===== src/rtl/apb_spi_pkg.sv =====
// rtl/apb_spi_pkg.sv - shared SPI wrapper register map, flash command and sequencer types
package apb_spi_pkg;

    // SPI wrapper register offsets
    localparam logic [7:0] SPI_REG_CTRL = 8'h00;
    localparam logic [7:0] SPI_REG_STAT = 8'h08;
    localparam logic [7:0] SPI_REG_DATA = 8'h10;
    localparam logic [7:0] SPI_REG_SS   = 8'h20;

    // CTRL / STAT bit positions
    localparam int SPI_CTRL_EN_BIT   = 6;
    localparam int SPI_CTRL_MSTR_BIT = 4;
    localparam int SPI_STAT_RFE_BIT  = 0;

    // core enable + master, mode 0
    localparam logic [7:0] SPI_CTRL_INIT = 8'h50;

    // standard NOR read: command followed by 24-bit address
    localparam logic [7:0] FLASH_CMD_READ = 8'h03;
    localparam int         HDR_BYTES      = 4;

    typedef enum logic [3:0] {
        ST_IDLE,
        ST_INIT,
        ST_CS_ON,
        ST_SEND,
        ST_POLL,
        ST_FETCH,
        ST_PUSH,
        ST_CS_OFF,
        ST_DONE
    } rd_state_t;

    typedef enum logic [1:0] {
        BUS_IDLE,
        BUS_SETUP,
        BUS_ACCESS
    } bus_state_t;

    // Header byte idx of the read command: opcode, then address MSB first
    function automatic logic [7:0] header_byte(input logic [1:0] idx, input logic [23:0] addr);
        case (idx)
            2'd0:    return FLASH_CMD_READ;
            2'd1:    return addr[23:16];
            2'd2:    return addr[15:8];
            default: return addr[7:0];
        endcase
    endfunction

endpackage


===== src/rtl/apb_master_if.sv =====
// rtl/apb_master_if.sv - single-transfer APB master: idle, setup, access until PREADY
module apb_master_if
    import apb_spi_pkg::*;
#(
    parameter int ADDR_W = 8
) (
    input  logic              PCLK,
    input  logic              PRESETn,
    input  logic              req,
    input  logic              req_write,
    input  logic [ADDR_W-1:0] req_addr,
    input  logic [7:0]        req_wdata,
    output logic              xfer_done,
    output logic [7:0]        xfer_rdata,
    output logic [ADDR_W-1:0] PADDR,
    output logic              PWRITE,
    output logic              PSEL,
    output logic              PENABLE,
    output logic [7:0]        PWDATA,
    input  logic [7:0]        PRDATA,
    input  logic              PREADY
);

    bus_state_t bus_state;

    // The idle state is the mandatory PSEL=0 cycle; a request held there launches setup
    always_ff @(posedge PCLK) begin
        if (!PRESETn) begin
            bus_state <= BUS_IDLE;
            PSEL      <= 1'b0;
            PENABLE   <= 1'b0;
            PADDR     <= '0;
            PWRITE    <= 1'b0;
            PWDATA    <= '0;
        end else begin
            case (bus_state)
                BUS_IDLE: begin
                    if (req) begin
                        PSEL      <= 1'b1;
                        PADDR     <= req_addr;
                        PWRITE    <= req_write;
                        PWDATA    <= req_wdata;
                        bus_state <= BUS_SETUP;
                    end
                end
                BUS_SETUP: begin
                    PENABLE   <= 1'b1;
                    bus_state <= BUS_ACCESS;
                end
                BUS_ACCESS: begin
                    if (PREADY) begin
                        PSEL      <= 1'b0;
                        PENABLE   <= 1'b0;
                        bus_state <= BUS_IDLE;
                    end
                end
                default: bus_state <= BUS_IDLE;
            endcase
        end
    end

    // Completion is flagged in the accepting access cycle so the sequencer can queue the next request
    assign xfer_done  = (bus_state == BUS_ACCESS) && PREADY;
    assign xfer_rdata = PRDATA;

endmodule


===== src/rtl/apb_spi_flash_reader.sv =====
// rtl/apb_spi_flash_reader.sv - APB sequencer fetching an SPI NOR block into a byte stream
module apb_spi_flash_reader
    import apb_spi_pkg::*;
#(
    parameter int                ADDR_W    = 8,
    parameter int                LEN_W     = 16,
    parameter logic [ADDR_W-1:0] REG_CTRL  = ADDR_W'(SPI_REG_CTRL),
    parameter logic [ADDR_W-1:0] REG_STAT  = ADDR_W'(SPI_REG_STAT),
    parameter logic [ADDR_W-1:0] REG_DATA  = ADDR_W'(SPI_REG_DATA),
    parameter logic [ADDR_W-1:0] REG_SS    = ADDR_W'(SPI_REG_SS),
    parameter logic [7:0]        CTRL_INIT = SPI_CTRL_INIT,
    parameter int                RFE_BIT   = SPI_STAT_RFE_BIT,
    parameter int                POLL_MAX  = 1023
) (
    input  logic              PCLK,
    input  logic              PRESETn,
    input  logic              start_i,
    input  logic [23:0]       flash_addr_i,
    input  logic [LEN_W-1:0]  len_i,
    output logic              busy_o,
    output logic              done_o,
    output logic              err_o,
    output logic [ADDR_W-1:0] PADDR,
    output logic              PWRITE,
    output logic              PSEL,
    output logic              PENABLE,
    output logic [7:0]        PWDATA,
    input  logic [7:0]        PRDATA,
    input  logic              PREADY,
    output logic [7:0]        rd_data_o,
    output logic              rd_valid_o,
    input  logic              rd_ready_i
);

    localparam int CNT_W  = LEN_W + 3;
    localparam int POLL_W = $clog2(POLL_MAX + 1);

    rd_state_t         state;
    logic [23:0]       addr_q;
    logic [LEN_W-1:0]  len_q;
    logic [CNT_W-1:0]  cnt;
    logic [POLL_W-1:0] poll_cnt;

    logic              req;
    logic              req_write;
    logic [ADDR_W-1:0] req_addr;
    logic [7:0]        req_wdata;
    logic              xfer_done;
    logic [7:0]        xfer_rdata;

    logic [CNT_W-1:0]  last_idx;
    logic [CNT_W-1:0]  cnt_next;
    logic              is_hdr;
    logic              is_last;
    logic              poll_last;
    logic [7:0]        next_tx;

    apb_master_if #(.ADDR_W(ADDR_W)) u_apb (
        .PCLK       (PCLK),
        .PRESETn    (PRESETn),
        .req        (req),
        .req_write  (req_write),
        .req_addr   (req_addr),
        .req_wdata  (req_wdata),
        .xfer_done  (xfer_done),
        .xfer_rdata (xfer_rdata),
        .PADDR      (PADDR),
        .PWRITE     (PWRITE),
        .PSEL       (PSEL),
        .PENABLE    (PENABLE),
        .PWDATA     (PWDATA),
        .PRDATA     (PRDATA),
        .PREADY     (PREADY)
    );

    // Byte index runs over header then data; last index is len+3 so it never wraps
    assign last_idx  = CNT_W'(len_q) + CNT_W'(HDR_BYTES - 1);
    assign cnt_next  = cnt + CNT_W'(1);
    assign is_hdr    = cnt < CNT_W'(HDR_BYTES);
    assign is_last   = cnt == last_idx;
    assign poll_last = poll_cnt == POLL_W'(POLL_MAX - 1);
    assign next_tx   = (cnt_next < CNT_W'(HDR_BYTES)) ? header_byte(cnt_next[1:0], addr_q) : 8'h00;

    // Sequencer: each state owns one bus request; xfer_done advances it and queues the next one
    always_ff @(posedge PCLK) begin
        if (!PRESETn) begin
            state      <= ST_IDLE;
            addr_q     <= '0;
            len_q      <= '0;
            cnt        <= '0;
            poll_cnt   <= '0;
            req        <= 1'b0;
            req_write  <= 1'b0;
            req_addr   <= '0;
            req_wdata  <= '0;
            busy_o     <= 1'b0;
            done_o     <= 1'b0;
            err_o      <= 1'b0;
            rd_data_o  <= '0;
            rd_valid_o <= 1'b0;
        end else begin
            done_o <= 1'b0;
            case (state)
                ST_IDLE: begin
                    if (start_i) begin
                        addr_q    <= flash_addr_i;
                        len_q     <= len_i;
                        cnt       <= '0;
                        poll_cnt  <= '0;
                        err_o     <= 1'b0;
                        busy_o    <= 1'b1;
                        req       <= 1'b1;
                        req_write <= 1'b1;
                        req_addr  <= REG_CTRL;
                        req_wdata <= CTRL_INIT;
                        state     <= ST_INIT;
                    end
                end
                ST_INIT: begin
                    if (xfer_done) begin
                        req_addr  <= REG_SS;
                        req_wdata <= 8'h01;
                        state     <= ST_CS_ON;
                    end
                end
                ST_CS_ON: begin
                    if (xfer_done) begin
                        req_addr  <= REG_DATA;
                        req_wdata <= header_byte(2'd0, addr_q);
                        state     <= ST_SEND;
                    end
                end
                ST_SEND: begin
                    if (xfer_done) begin
                        req_write <= 1'b0;
                        req_addr  <= REG_STAT;
                        poll_cnt  <= '0;
                        state     <= ST_POLL;
                    end
                end
                ST_POLL: begin
                    if (xfer_done) begin
                        if (!xfer_rdata[RFE_BIT]) begin
                            req_addr <= REG_DATA;
                            state    <= ST_FETCH;
                        end else if (poll_last) begin
                            // Byte never arrived: abandon the run but still release chip select
                            err_o     <= 1'b1;
                            req_write <= 1'b1;
                            req_addr  <= REG_SS;
                            req_wdata <= 8'h00;
                            state     <= ST_CS_OFF;
                        end else begin
                            poll_cnt <= poll_cnt + POLL_W'(1);
                        end
                    end
                end
                ST_FETCH: begin
                    if (xfer_done) begin
                        if (!is_hdr) begin
                            req        <= 1'b0;
                            rd_data_o  <= xfer_rdata;
                            rd_valid_o <= 1'b1;
                            state      <= ST_PUSH;
                        end else if (is_last) begin
                            req_write <= 1'b1;
                            req_addr  <= REG_SS;
                            req_wdata <= 8'h00;
                            state     <= ST_CS_OFF;
                        end else begin
                            cnt       <= cnt_next;
                            req_write <= 1'b1;
                            req_addr  <= REG_DATA;
                            req_wdata <= next_tx;
                            state     <= ST_SEND;
                        end
                    end
                end
                ST_PUSH: begin
                    if (rd_valid_o && rd_ready_i) begin
                        rd_valid_o <= 1'b0;
                        req        <= 1'b1;
                        req_write  <= 1'b1;
                        if (is_last) begin
                            req_addr  <= REG_SS;
                            req_wdata <= 8'h00;
                            state     <= ST_CS_OFF;
                        end else begin
                            cnt       <= cnt_next;
                            req_addr  <= REG_DATA;
                            req_wdata <= next_tx;
                            state     <= ST_SEND;
                        end
                    end
                end
                ST_CS_OFF: begin
                    if (xfer_done) begin
                        req    <= 1'b0;
                        busy_o <= 1'b0;
                        done_o <= 1'b1;
                        state  <= ST_DONE;
                    end
                end
                ST_DONE: state <= ST_IDLE;
                default: state <= ST_IDLE;
            endcase
        end
    end

endmodule


===== config.mk =====
export PLATFORM = sky130hd
export DESIGN_NAME = apb_spi_flash_reader
export DESIGN_NICKNAME = d
export VERILOG_FILES = /design/src/rtl/apb_spi_pkg.sv /design/src/rtl/apb_master_if.sv /design/src/rtl/apb_spi_flash_reader.sv
export SDC_FILE = /design/constraint.sdc
export NUM_CORES = 1
export LEC_CHECK = 0
export CORE_ASPECT_RATIO = 1.75
export CORE_MARGIN = 2
export CORE_UTILIZATION = 25
export CTS_CLUSTER_DIAMETER = 60
export DETAILED_ROUTE_END_ITERATION = 8
export PLACE_DENSITY = 0.52
export SLEW_MARGIN = 20
export SYNTH_ARGS = -nofsm -noshare
export SYNTH_HDL_FRONTEND = slang
export SYNTH_HIERARCHICAL = 1
export SYNTH_SLANG_ARGS = --single-unit

===== constraint.sdc =====
create_clock -name PCLK -period 2.6 [get_ports PCLK]
set_clock_uncertainty 0.2 [all_clocks]
set_input_delay 0.39 -clock PCLK [delete_from_list [all_inputs] [get_ports PCLK]]
set_output_delay 0.39 -clock PCLK [all_outputs]
set_load 0.02 [all_outputs]

==> key figures <==
Synthesis
  – Syn Area/Cell: 7.69 um^2
  – EDFF count, synth: 0
  – Part of the Yosys area used for sequential elements: 0.354
  – Yosys top cell area share: 0.354
  – Post-synth cell types: 84
  – Top post-synthesis cells by area: dfxtp_1 (35%), nand2_1 (8.9%), a21oi_1 (6.0%)
  – Warnings, synthesis: 6
  – Top FF cell, synth: dfxtp_1
  – Gate Count Post-Synth: 876
  – FFs w/ async S/R, synth: 0
  – Post-Syn Area: 6740 um^2
  – Post-synth top area cell: dfxtp_1
  – Yosys reg bits: 119

GRT
  – Gr usage total: 0.165
  – Number of global-route vias before repair: 6,918
  – Largest net degree at the start of global routing: 51
  – Initial antenna violation count: 0
  – GRT overflow: 0
  – First-pass GRT wire length: 36,500 um

Route
  – Via count: 7,009
  – DRC violations left: 0
  – Initial DRC Count: 363
  – Post-DRT Antenna Nets: 0
  – Vias per Instance: 5.01
  – DR WL/cell: 16.2 um
  – Drt first pass iters: 5
  – Final wirelength: 22,700 um

Timing
  – Slew @ Worst Pin: 543 ps
  – Tcrit/Tclk final: 1.03
  – Pins Over Slew Limit: 0
  – FMAX: 374 MHz
  – Setup_tns: -676 ps
  – Final hold vios: 0
  – Setup WS post-layout: -76.3 ps
  – Relative slew margins: 0.635
  – RSZ-0062 raised after global routing: true
  – Post-route minimum period: 2680 ps
  – Endpoints failing setup: 16

Worst setup path
  – Crit start category: register
  – CP endpoint kind: register
  – Worst Reg-to-Reg Cells: 8
  – Flop2flop setup slack: -80 ps
  – Worst endpoint required time: 2760 ps
  – RR Startpoint: cnt[6]
  – Max FO, Critical Path: 8
  – FF-to-FF End: req_wdata[5]
  – Worst EP arrival: 2840 ps
  – Setup CP Type: reg2reg

Placement
  – Placed Cells incl. Taps: 1,355
  – GP Congestion: 0.908
  – PortBufs: 83
  – Post-DP HPWL: 17,100 um

Layout
  – Non-filler cells, final: 1,400
  – Most common cell after layout, fill and taps aside: nand2_1
  – Layout cells sized above 1: 0.257
  – Sequential standard cell area: 2410 um^2
  – Area occupied by multi-input gates: 4130 um^2
  – Layout fillers: 2,728
  – Leading cell types in the layout, fill and taps excluded: nand2_1 (157), buf_4 (135), dfxtp_1 (104)
  – Nets@finish: 1,123
  – Area growth, synth to finish: 45.3%
  – Antenna Cells: 0

Worst hold path
  – Worst Hold Path EP: req_write
  – Min-Delay Path Depth: 2
  – Hold Crit Start: PRESETn
  – Worst Hold Class: in2reg

Clocking
  – CTS sink cnt: 119
  – Root Buffer: clkbuf_16
  – H-tree depth: 4
  – Clk pin slew, worst setup/hold paths: 60 ps
  – Number of buffers created by CTS: 17
  – CTS tree: yes
  – # hold bufs at CTS: 0
  – Worst skew pair latency: 450 ps
  – Maximum clock path buffer count: 2

Floorplanning
  – Core ar.: 26,600 um^2
  – IO Count: 84
  – Die height: 221 um
  – Die Wd: 128 um
  – Row cnt: 79
  – Die area: 28,300 um^2
  – Starting Density: 0.253

Run status
  – Run status: finished, violations left
  – Failing checks: setup timing

Power and ir drop
  – Static leakage: 0.00376 uW
  – Worst ir drop on vdd: 485 uV
  – PD cells: 863 nW/um^2
  – Tot Pwr: 8450 uW

Run
  – Max-Cap Viols: 0
==> per-stage QoR <==
| stage | setup slack, ps | hold WS (ps) | cell area (um^2) | utilization |
|---|---|---|---|---|
| after floorplan | 6.62 | 225 | 6780 | - |
| after global placement | -247 | 241 | 8800 | 0.331 |
| after detailed placement | -282 | 247 | 8800 | 0.331 |
| after CTS | -44.7 | 114 | 9680 | 0.364 |
| after global routing | -174 | 131 | 9790 | 0.368 |
| final | -76.3 | 127 | 9790 | 0.368 |
==> registers in the layout (all words and copies together) (netlist names) <==
register and flops:
req_write 1, poll_cnt 10, rd_valid_o 1, busy_o 1, err_o 1, u_apb/PENABLE 1
cnt 19, state 4, len_q 16, u_apb/PWRITE 1, u_apb/PWDATA 8, u_apb/bus_state 2
addr_q 24, u_apb/PADDR 8, u_apb/PSEL 1, req_addr 3, req 1, done_o 1
rd_data_o 8, req_wdata 8
==> layer usage <==
| metal | vias up | GRT usage | share of wire |
|---|---|---|---|
| li1 | 3498 | - | - |
| met1 | 3324 | 0.167 | 0.38 |
| met2 | 131 | 0.316 | 0.56 |
| met3 | 56 | 0.0271 | 0.023 |
| met4 | 0 | 0.0872 | 0.041 |
| met5 | - | 0 | 0 |
==> synthesized netlist by cell type, types with 4 or more instances <==
| cell | instances |
|---|---|
| a21oi_1 | 81 |
| buf_1 | 4 |
| nand2_1 | 159 |
| buf_2 | 17 |
| nor4_1 | 4 |
| buf_4 | 8 |
| inv_1 | 20 |
| o21a_1 | 4 |
| a21o_1 | 4 |
| nor2b_1 | 10 |
| xor2_1 | 17 |
| o21ai_0 | 35 |
| dfxtp_1 | 119 |
| o311a_1 | 5 |
| or4_1 | 7 |
| a211oi_1 | 6 |
| nand4_1 | 20 |
| o211ai_1 | 7 |
| and3_1 | 13 |
| o31ai_1 | 9 |
| and4_1 | 4 |
| clkbuf_1 | 42 |
| nor3_1 | 21 |
| a211o_1 | 4 |
| or2_2 | 5 |
| mux2i_1 | 7 |
| nand3_1 | 50 |
| xnor2_1 | 11 |
| o31a_1 | 9 |
| and2_1 | 5 |
| nor2_1 | 61 |
| a22oi_1 | 6 |
| ha_1 | 7 |
| buf_6 | 4 |
| o22ai_1 | 9 |
| a31oi_1 | 7 |
| or3_1 | 5 |
==> logic make-up after synthesis <==
logic type	count (synthesis)	share of synthesized area
other	1	0.000557
and+or+nand+nor	391	0.289
xor gates and xnor gates	28	0.0364
buffers and inverters	96	0.0657
AOI/OAI and AO/OA	226	0.229
adders and majority gates	7	0.0130
muxes	8	0.0121
DFF	119	0.354
==> worst max-delay path by stage <==
stage,startpoint,end,cells after the start
2_1_floorplan,cnt[5],req_wdata[4],9
3_3_place_gp,PREADY,req_addr[5],11
3_5_place_dp,PREADY,req_addr[4],12
4_1_cts,len_q[4],cnt[5],11
5_1_grt,len_q[0],req_wdata[6],11
6_report,cnt[6],req_wdata[5],8
==> report_power, final <==
group | total (uW) | leakage (uW) | internal [uW] | switching (uW)
Clock | 2520 | 0.000305 | 1530 | 991
Sequential | 2300 | 0.000975 | 2090 | 204
Combinational | 3630 | 0.00248 | 1610 | 2020
Total | 8450 | 0.00376 | 5230 | 3210
==> layout make-up <==
class / instances / share of cell area
clock buffers: 17 / 0.0435
inverters: 20 / 0.00767
well taps: 324 / 0.0414
clock inverters: 15 / 0.0198
flip-flops and latches: 119 / 0.246
repair buffers: 240 / 0.219
multi-input cells: 665 / 0.422
==> critical path: stages, from the launching register on <==
cell and delay [ps]:
dfxtp_1 370, nand3_2 150, or4_4 580, xnor2_1 160, or4_1 450, a31oi_2 250
o211ai_4 110, buf_12 160, o31ai_2 170
==> what timing repair did <==
action	4_1_cts	5_1_grt
endpoints found under the setup margin	28	30
resized for setup	48	26
pin swaps	22	19
setup buffers	11	1
endpoints found under the hold margin	0	0
gates cloned	1	0
(Power assumes the default switching activity.)
